**config.mk**
```make
export PLATFORM = sky130hd
export DESIGN_NAME = adc_frame_packer
export DESIGN_NICKNAME = d
export VERILOG_FILES = /design/src/rtl/adc_frame_packer.sv
export SDC_FILE = /design/constraint.sdc
export NUM_CORES = 2
export LEC_CHECK = 0
export ABC_CLOCK_PERIOD_IN_PS = 29600
export BUFFER_PORTS_ARGS = -buffer_cell sky130_fd_sc_hd__buf_2
export CORE_ASPECT_RATIO = 2
export CORE_MARGIN = 3
export CORE_UTILIZATION = 54
export DETAILED_ROUTE_END_ITERATION = 8
export PLACE_DENSITY = 0.77
export RECOVER_POWER = 50
export SLEW_MARGIN = 20
export SYNTH_ARGS = -nofsm -noshare
export SYNTH_HDL_FRONTEND = slang
export SYNTH_SLANG_ARGS = --single-unit
export TNS_END_PERCENT = 50
```
**constraint.sdc**
```tcl
create_clock -name CLK -period 29.6 [get_ports CLK]
set_clock_uncertainty 0.05 [all_clocks]
set_input_delay 0 -clock CLK [delete_from_list [all_inputs] [get_ports CLK]]
set_output_delay 0 -clock CLK [all_outputs]
set_load 0.01 [all_outputs]
```
**src/rtl/adc_frame_packer.sv**
```systemverilog
// Multi-channel ADC decimator and frame serialiser with valid/ready output.
// Optional ADC_OFFSET_BIN_EN: input words are offset binary (MSB inverted before use).
module adc_frame_packer #(
  parameter  int CH_NUM    = 16,
  parameter  int DW        = 16,
  parameter  int MAX_SHIFT = 8,
  localparam int CHW       = $clog2(CH_NUM),
  localparam int SW        = $clog2(MAX_SHIFT + 1)
) (
  input  logic                 CLK,
  input  logic                 RESET,
  input  logic                 EN,
  input  logic [SW-1:0]        DEC_SHIFT,
  input  logic [CH_NUM-1:0]    IN_VALID,
  input  logic [CH_NUM*DW-1:0] IN_DATA,
  output logic                 OUT_VALID,
  input  logic                 OUT_READY,
  output logic [DW-1:0]        OUT_DATA,
  output logic [CHW-1:0]       OUT_CH,
  output logic                 OUT_SOF,
  output logic                 OUT_EOF,
  output logic                 OVERFLOW,
  output logic [31:0]          FRAME_CNT
);

  localparam int AW = DW + MAX_SHIFT;
  localparam int CW = (MAX_SHIFT > 0) ? MAX_SHIFT : 1;

  localparam logic [0:0] ST_IDLE = 1'b0;
  localparam logic [0:0] ST_SEND = 1'b1;

  logic signed [AW-1:0] r_acc   [CH_NUM];
  logic [CW-1:0]        r_cnt   [CH_NUM];
  logic [DW-1:0]        r_res   [CH_NUM];
  logic [DW-1:0]        r_frame [CH_NUM];
  logic [CH_NUM-1:0]    r_rdy;
  logic                 r_ovf;

  logic [0:0]           r_state;
  logic [CHW-1:0]       r_idx;
  logic [DW-1:0]        r_out_data;
  logic [CHW-1:0]       r_out_ch;
  logic                 r_sof;
  logic                 r_eof;
  logic [31:0]          r_frame_cnt;

  logic [SW-1:0]        w_shift;
  logic [CW-1:0]        w_dm1;
  logic [DW-1:0]        w_conv [CH_NUM];
  logic signed [AW-1:0] w_sum  [CH_NUM];
  logic [CH_NUM-1:0]    w_done;
  logic                 w_capture;
  logic                 w_hs;
  logic [CHW-1:0]       w_nxt;

  assign w_shift = (DEC_SHIFT > SW'(MAX_SHIFT)) ? SW'(MAX_SHIFT) : DEC_SHIFT;

  // Terminal count D-1 = 2^shift - 1 as a low-order run of ones
  always_comb begin
    w_dm1 = '0;
    for (int j = 0; j < CW; j++) begin
      w_dm1[j] = (j < int'(w_shift));
    end
  end

  always_comb begin
    for (int i = 0; i < CH_NUM; i++) begin
`ifdef ADC_OFFSET_BIN_EN
      w_conv[i] = {~IN_DATA[i*DW + DW - 1], IN_DATA[i*DW +: DW-1]};
`else
      w_conv[i] = IN_DATA[i*DW +: DW];
`endif
      w_sum[i]  = r_acc[i] + {{MAX_SHIFT{w_conv[i][DW-1]}}, w_conv[i]};
      w_done[i] = IN_VALID[i] && (r_cnt[i] == w_dm1);
    end
  end

  assign w_capture = EN && (&r_rdy) && (r_state == ST_IDLE);
  assign w_hs      = (r_state == ST_SEND) && OUT_READY;
  assign w_nxt     = r_idx + CHW'(1);

  always_ff @(posedge CLK or posedge RESET) begin
    if (RESET) begin
      for (int i = 0; i < CH_NUM; i++) begin
        r_acc[i] <= '0;
        r_cnt[i] <= '0;
        r_res[i] <= '0;
      end
      r_rdy <= '0;
      r_ovf <= 1'b0;
    end else begin
      for (int i = 0; i < CH_NUM; i++) begin
        if (!EN) begin
          r_acc[i] <= '0;
          r_cnt[i] <= '0;
          r_res[i] <= '0;
          r_rdy[i] <= 1'b0;
        end else begin
          if (w_done[i]) begin
            r_res[i] <= DW'(w_sum[i] >>> w_shift);
            r_acc[i] <= '0;
            r_cnt[i] <= '0;
          end else if (IN_VALID[i]) begin
            r_acc[i] <= w_sum[i];
            r_cnt[i] <= r_cnt[i] + CW'(1);
          end
          // A result landing on the capture edge belongs to the next frame
          if (w_done[i]) r_rdy[i] <= 1'b1;
          else if (w_capture) r_rdy[i] <= 1'b0;
        end
      end
      if (EN && |(w_done & r_rdy & ~{CH_NUM{w_capture}})) r_ovf <= 1'b1;
    end
  end

  always_ff @(posedge CLK or posedge RESET) begin
    if (RESET) begin
      for (int i = 0; i < CH_NUM; i++) r_frame[i] <= '0;
      r_state     <= ST_IDLE;
      r_idx       <= '0;
      r_out_data  <= '0;
      r_out_ch    <= '0;
      r_sof       <= 1'b0;
      r_eof       <= 1'b0;
      r_frame_cnt <= '0;
    end else begin
      case (r_state)
        ST_IDLE: begin
          if (w_capture) begin
            for (int i = 0; i < CH_NUM; i++) r_frame[i] <= r_res[i];
            r_state    <= ST_SEND;
            r_idx      <= '0;
            r_out_data <= r_res[0];
            r_out_ch   <= '0;
            r_sof      <= 1'b1;
            r_eof      <= 1'b0;
          end
        end
        default: begin
          if (w_hs) begin
            if (r_idx == CHW'(CH_NUM - 1)) begin
              r_state     <= ST_IDLE;
              r_frame_cnt <= r_frame_cnt + 32'd1;
            end else begin
              r_idx      <= w_nxt;
              r_out_data <= r_frame[w_nxt];
              r_out_ch   <= w_nxt;
              r_sof      <= 1'b0;
              r_eof      <= (w_nxt == CHW'(CH_NUM - 1));
            end
          end
        end
      endcase
    end
  end

  assign OUT_VALID = (r_state == ST_SEND);
  assign OUT_DATA  = r_out_data;
  assign OUT_CH    = r_out_ch;
  assign OUT_SOF   = r_sof;
  assign OUT_EOF   = r_eof;
  assign OVERFLOW  = r_ovf;
  assign FRAME_CNT = r_frame_cnt;

endmodule

```
==> flow_metrics.tcl <==
set metrics [dict create \
    status "finished, violations left" \
    violations "capacitance limit, slew limit" \
    cts.clk_slew.worst_paths_ns 0.07 \
    rsz0062_at_grt "no" \
    ys_ff_latch 1096 \
    synth_cell_types 106 \
    worstSetupStartpointType "primary input" \
    post-synth-top-count-cell "dfrtp_1" \
    fin_tns_setup_ns 0 \
    routed_wirelength_um 317200 \
    cp_top_family "buffers and inverters" \
    cts_setup_buffers 0 \
    drtAntennaViolNets 0 \
    slowest_delay_ns 5.47 \
    numCtsBuffers 106 \
    hpwl_um 229900 \
    post_drt_wl_per_cell_um 28.96 \
    grt_max_degree 165 \
    num_vias 75800 \
    syn_to_final_growth_pct 11.60 \
    ys.flop_type "dfrtp_1" \
    synth_nets 9350 \
    r2r.worst_path.cells 6 \
    finalHoldViolCount 0 \
    ys_warn_count 0 \
    worstPathMaxFanout 131 \
    place.gp.congestion 1.030 \
    r2r_end "r_frame[108]" \
    drv_cap 27 \
    cts_sinks 1096 \
    powerDensity_nw_per_um2 62.26 \
    drc 0 \
    netlist_instances 8667 \
    drtIter0Drc 7741 \
    tritoncts "done" \
    coreArea_sq_um 143000 \
    finalMaxSlewViolations 1303 \
    endpoint "r_acc[24]" \
    timing.slew.headroom_pct -429.6 \
    track_usage_pct 41.67 \
    tightest_slew_ns 7.944 \
    firstDrtPassIters 9 \
    fillCellCount 12390 \
    dieHeight_um 543.5 \
    r2r-start "r_rdy[2]" \
    clk_latency_ns 0.75 \
    ir_drop_uv 69.83 \
    hp-class "primary input to flip-flop" \
    start_util_pct 54.56 \
    place_area_sq_um 81140 \
    period_needed_ns 17.60 \
    cts_max_level 3 \
    power.total_w 0.005419 \
    synth_area_leaders "dfrtp_1, ha_1, nand2_1" \
    clk_path_buf_depth 3 \
    async_flop_share_pct 100.0 \
    fin_area_sq_um 87050 \
    r2r_setup_slack_ns 20.55 \
    antenna_found_initial 28 \
    netlist_top_cells_count "dfrtp_1, nand2_1, o21ai_0, nor2_1, a21oi_1" \
    path_class "primary input to flip-flop" \
    cp_common_cell "clkbuf_1" \
    path_buf_inv 7 \
    viasPerCell 6.922 \
    dieArea_sq_um 149300 \
    synth_area_per_cell_sq_um 8.999 \
    startpoint "DEC_SHIFT[3]" \
    period_share_pct 59.46 \
    crit_chain "dlygate4sd3_1 -> buf_8 -> clkbuf_1 -> clkinvlp_2 -> clkbuf_1 -> clkbuf_1 -> nand3_1 -> o2111ai_1 -> a221oi_1 -> nor2_1 -> and2_1 -> a22o_1 -> dlygate4sd3_1" \
    num_rows 196 \
    ys_seq_area_share_pct 35.16 \
    p_leak_nw 39.64 \
    worstPathArrival_ns 18.15 \
    pin_count 336 \
    cp-end-kind "flip-flop" \
    crit_path_top_delay_cell "clkbuf_1" \
    fmax_mhz 56.81 \
    fin_nets 9639 \
    crit_cells 13 \
    die_x_um 274.7 \
    netlist_area_sq_um 78000 \
    required_ns 30.15 \
    grt_pass1_wl_um 470300 \
    grt_pass1_vias 75630 \
    setup_violations 0 \
    io_buffers 335 \
    drive_gt1_share_pct 11.75 \
    synth.top_cell.area_share_pct 35.16 \
    synth_edf_count 0 \
    yosys.area.top_type "dfrtp_1" \
    clock-root-buffer "clkbuf_16" \
    gr-total-overflow 0 \
]
==> per-layer routing <==
metal	vias up	part of all wire (%)	track usage (%)
met2	4557	47	67.97
met3	1647	9.0	9.618
li1	32820	-	-
met5	-	0.018	0
met4	10	11	37.14
met1	36770	33	44.95
==> cell families after synthesis <==
group	count (synthesis)	synth area share, %
multiplexers	579	9.601
AND/OR/NAND/NOR	2581	15.16
AO/OA/AOI/OAI	2815	24.12
flip-flops	1096	35.16
XOR/XNOR	514	5.791
buffers and inverters	679	3.540
adder cells (fa/ha/maj)	403	6.619
==> how the worst min path moves through the flow <==
stage	start	endpoint	slack, ns	depth (start not counted)
global route	IN_DATA[187]	r_acc[107]	0.04	4
finish	IN_DATA[43]	r_acc[323]	0.005	5
global placement	RESET	r_acc[126]	0.09	2
CTS	IN_DATA[185]	r_acc[105]	0.0005	4
floorplan	IN_VALID[3]	r_acc[311]	0.12	2
detailed placement	RESET	r_acc[126]	0.11	2
==> worst reg2reg max path: cells and delay by family (launching register included) <==
family	cells	cell delay, ns
buffers and inverters	2	6.48
DFF	1	0.48
muxes	1	0.71
and+or+nand+nor	3	1.22
==> repair_timing <==
item / in CTS / in global routing
endpoints found under the hold margin: 642 / 0
hold buffers: 236 / 0
gates resized for setup: 0 / 0
setup endpoints to repair: 0 / 0
==> registers in the layout (all words and copies together), names as in the netlist <==
name / flops
r_frame: 256
OUT_CH: 4
r_acc: 384
r_cnt: 128
r_res: 256
OUT_DATA: 16
OVERFLOW: 1
OUT_SOF: 1
r_rdy: 16
OUT_EOF: 1
FRAME_CNT: 32
OUT_VALID: 1
==> cell usage in the layout, fill, tap and decap left out, types with 55 or more instances in the layout <==
| master | count |
|---|---|
| a22o_1 | 280 |
| buf_2 | 276 |
| mux4_2 | 107 |
| and3_1 | 73 |
| o211ai_1 | 102 |
| nor2_1 | 640 |
| o22ai_1 | 81 |
| a21o_1 | 176 |
| dlygate4sd3_1 | 236 |
| a211oi_1 | 172 |
| xnor2_1 | 287 |
| mux2i_1 | 189 |
| o31ai_1 | 55 |
| a31oi_1 | 116 |
| nor3_1 | 143 |
| dfrtp_1 | 1096 |
| ha_1 | 386 |
| mux2_2 | 283 |
| xor2_1 | 219 |
| o21ai_0 | 657 |
| inv_1 | 143 |
| nand4_1 | 117 |
| buf_4 | 100 |
| clkbuf_16 | 108 |
| a21oi_1 | 592 |
| o21a_1 | 57 |
| nand2b_1 | 84 |
| and2_1 | 86 |
| nand2_1 | 1021 |
| nand3_1 | 171 |
| clkbuf_1 | 101 |
==> per-stage QoR <==
| step | utilization, % | worst slack [ns] | hold slack, ns | cells |
|---|---|---|---|---|
| after floorplan | - | 14.43 | 0.1160 | 8667 |
| after global placement | 56.74 | 24.42 | 0.08910 | 10490 |
| after detailed placement | 56.76 | 24.31 | 0.1060 | 10490 |
| after CTS | 61.06 | 23.97 | 0.0004702 | 10930 |
| after global routing | 60.85 | 12.14 | 0.04210 | 10930 |
| final | 60.88 | 12.00 | 0.005090 | 10950 |
==> report_power, final <==
| part | leakage, nW | total (W) | switching [W] | internal (W) |
|---|---|---|---|---|
| Clock | 1.85 | 0.00152 | 0.000680 | 0.000841 |
| Sequential | 15.0 | 0.00168 | 0.0000883 | 0.00159 |
| Combinational | 22.8 | 0.00222 | 0.00144 | 0.000777 |
==> cell type report <==
type / count / area, sq um / area share (%)
diodes: 24 / 60.06 / 0.06899
clock buffers: 136 / 2978 / 3.421
clock inverters: 62 / 813.3 / 0.9343
inverters: 148 / 560.5 / 0.6439
multi-input cells: 6892 / 47870 / 54.99
flip-flops and latches: 1096 / 27430 / 31.51
well taps: 1881 / 2354 / 2.704
repair buffers: 712 / 4987 / 5.729
(Power assumes the default switching activity.)
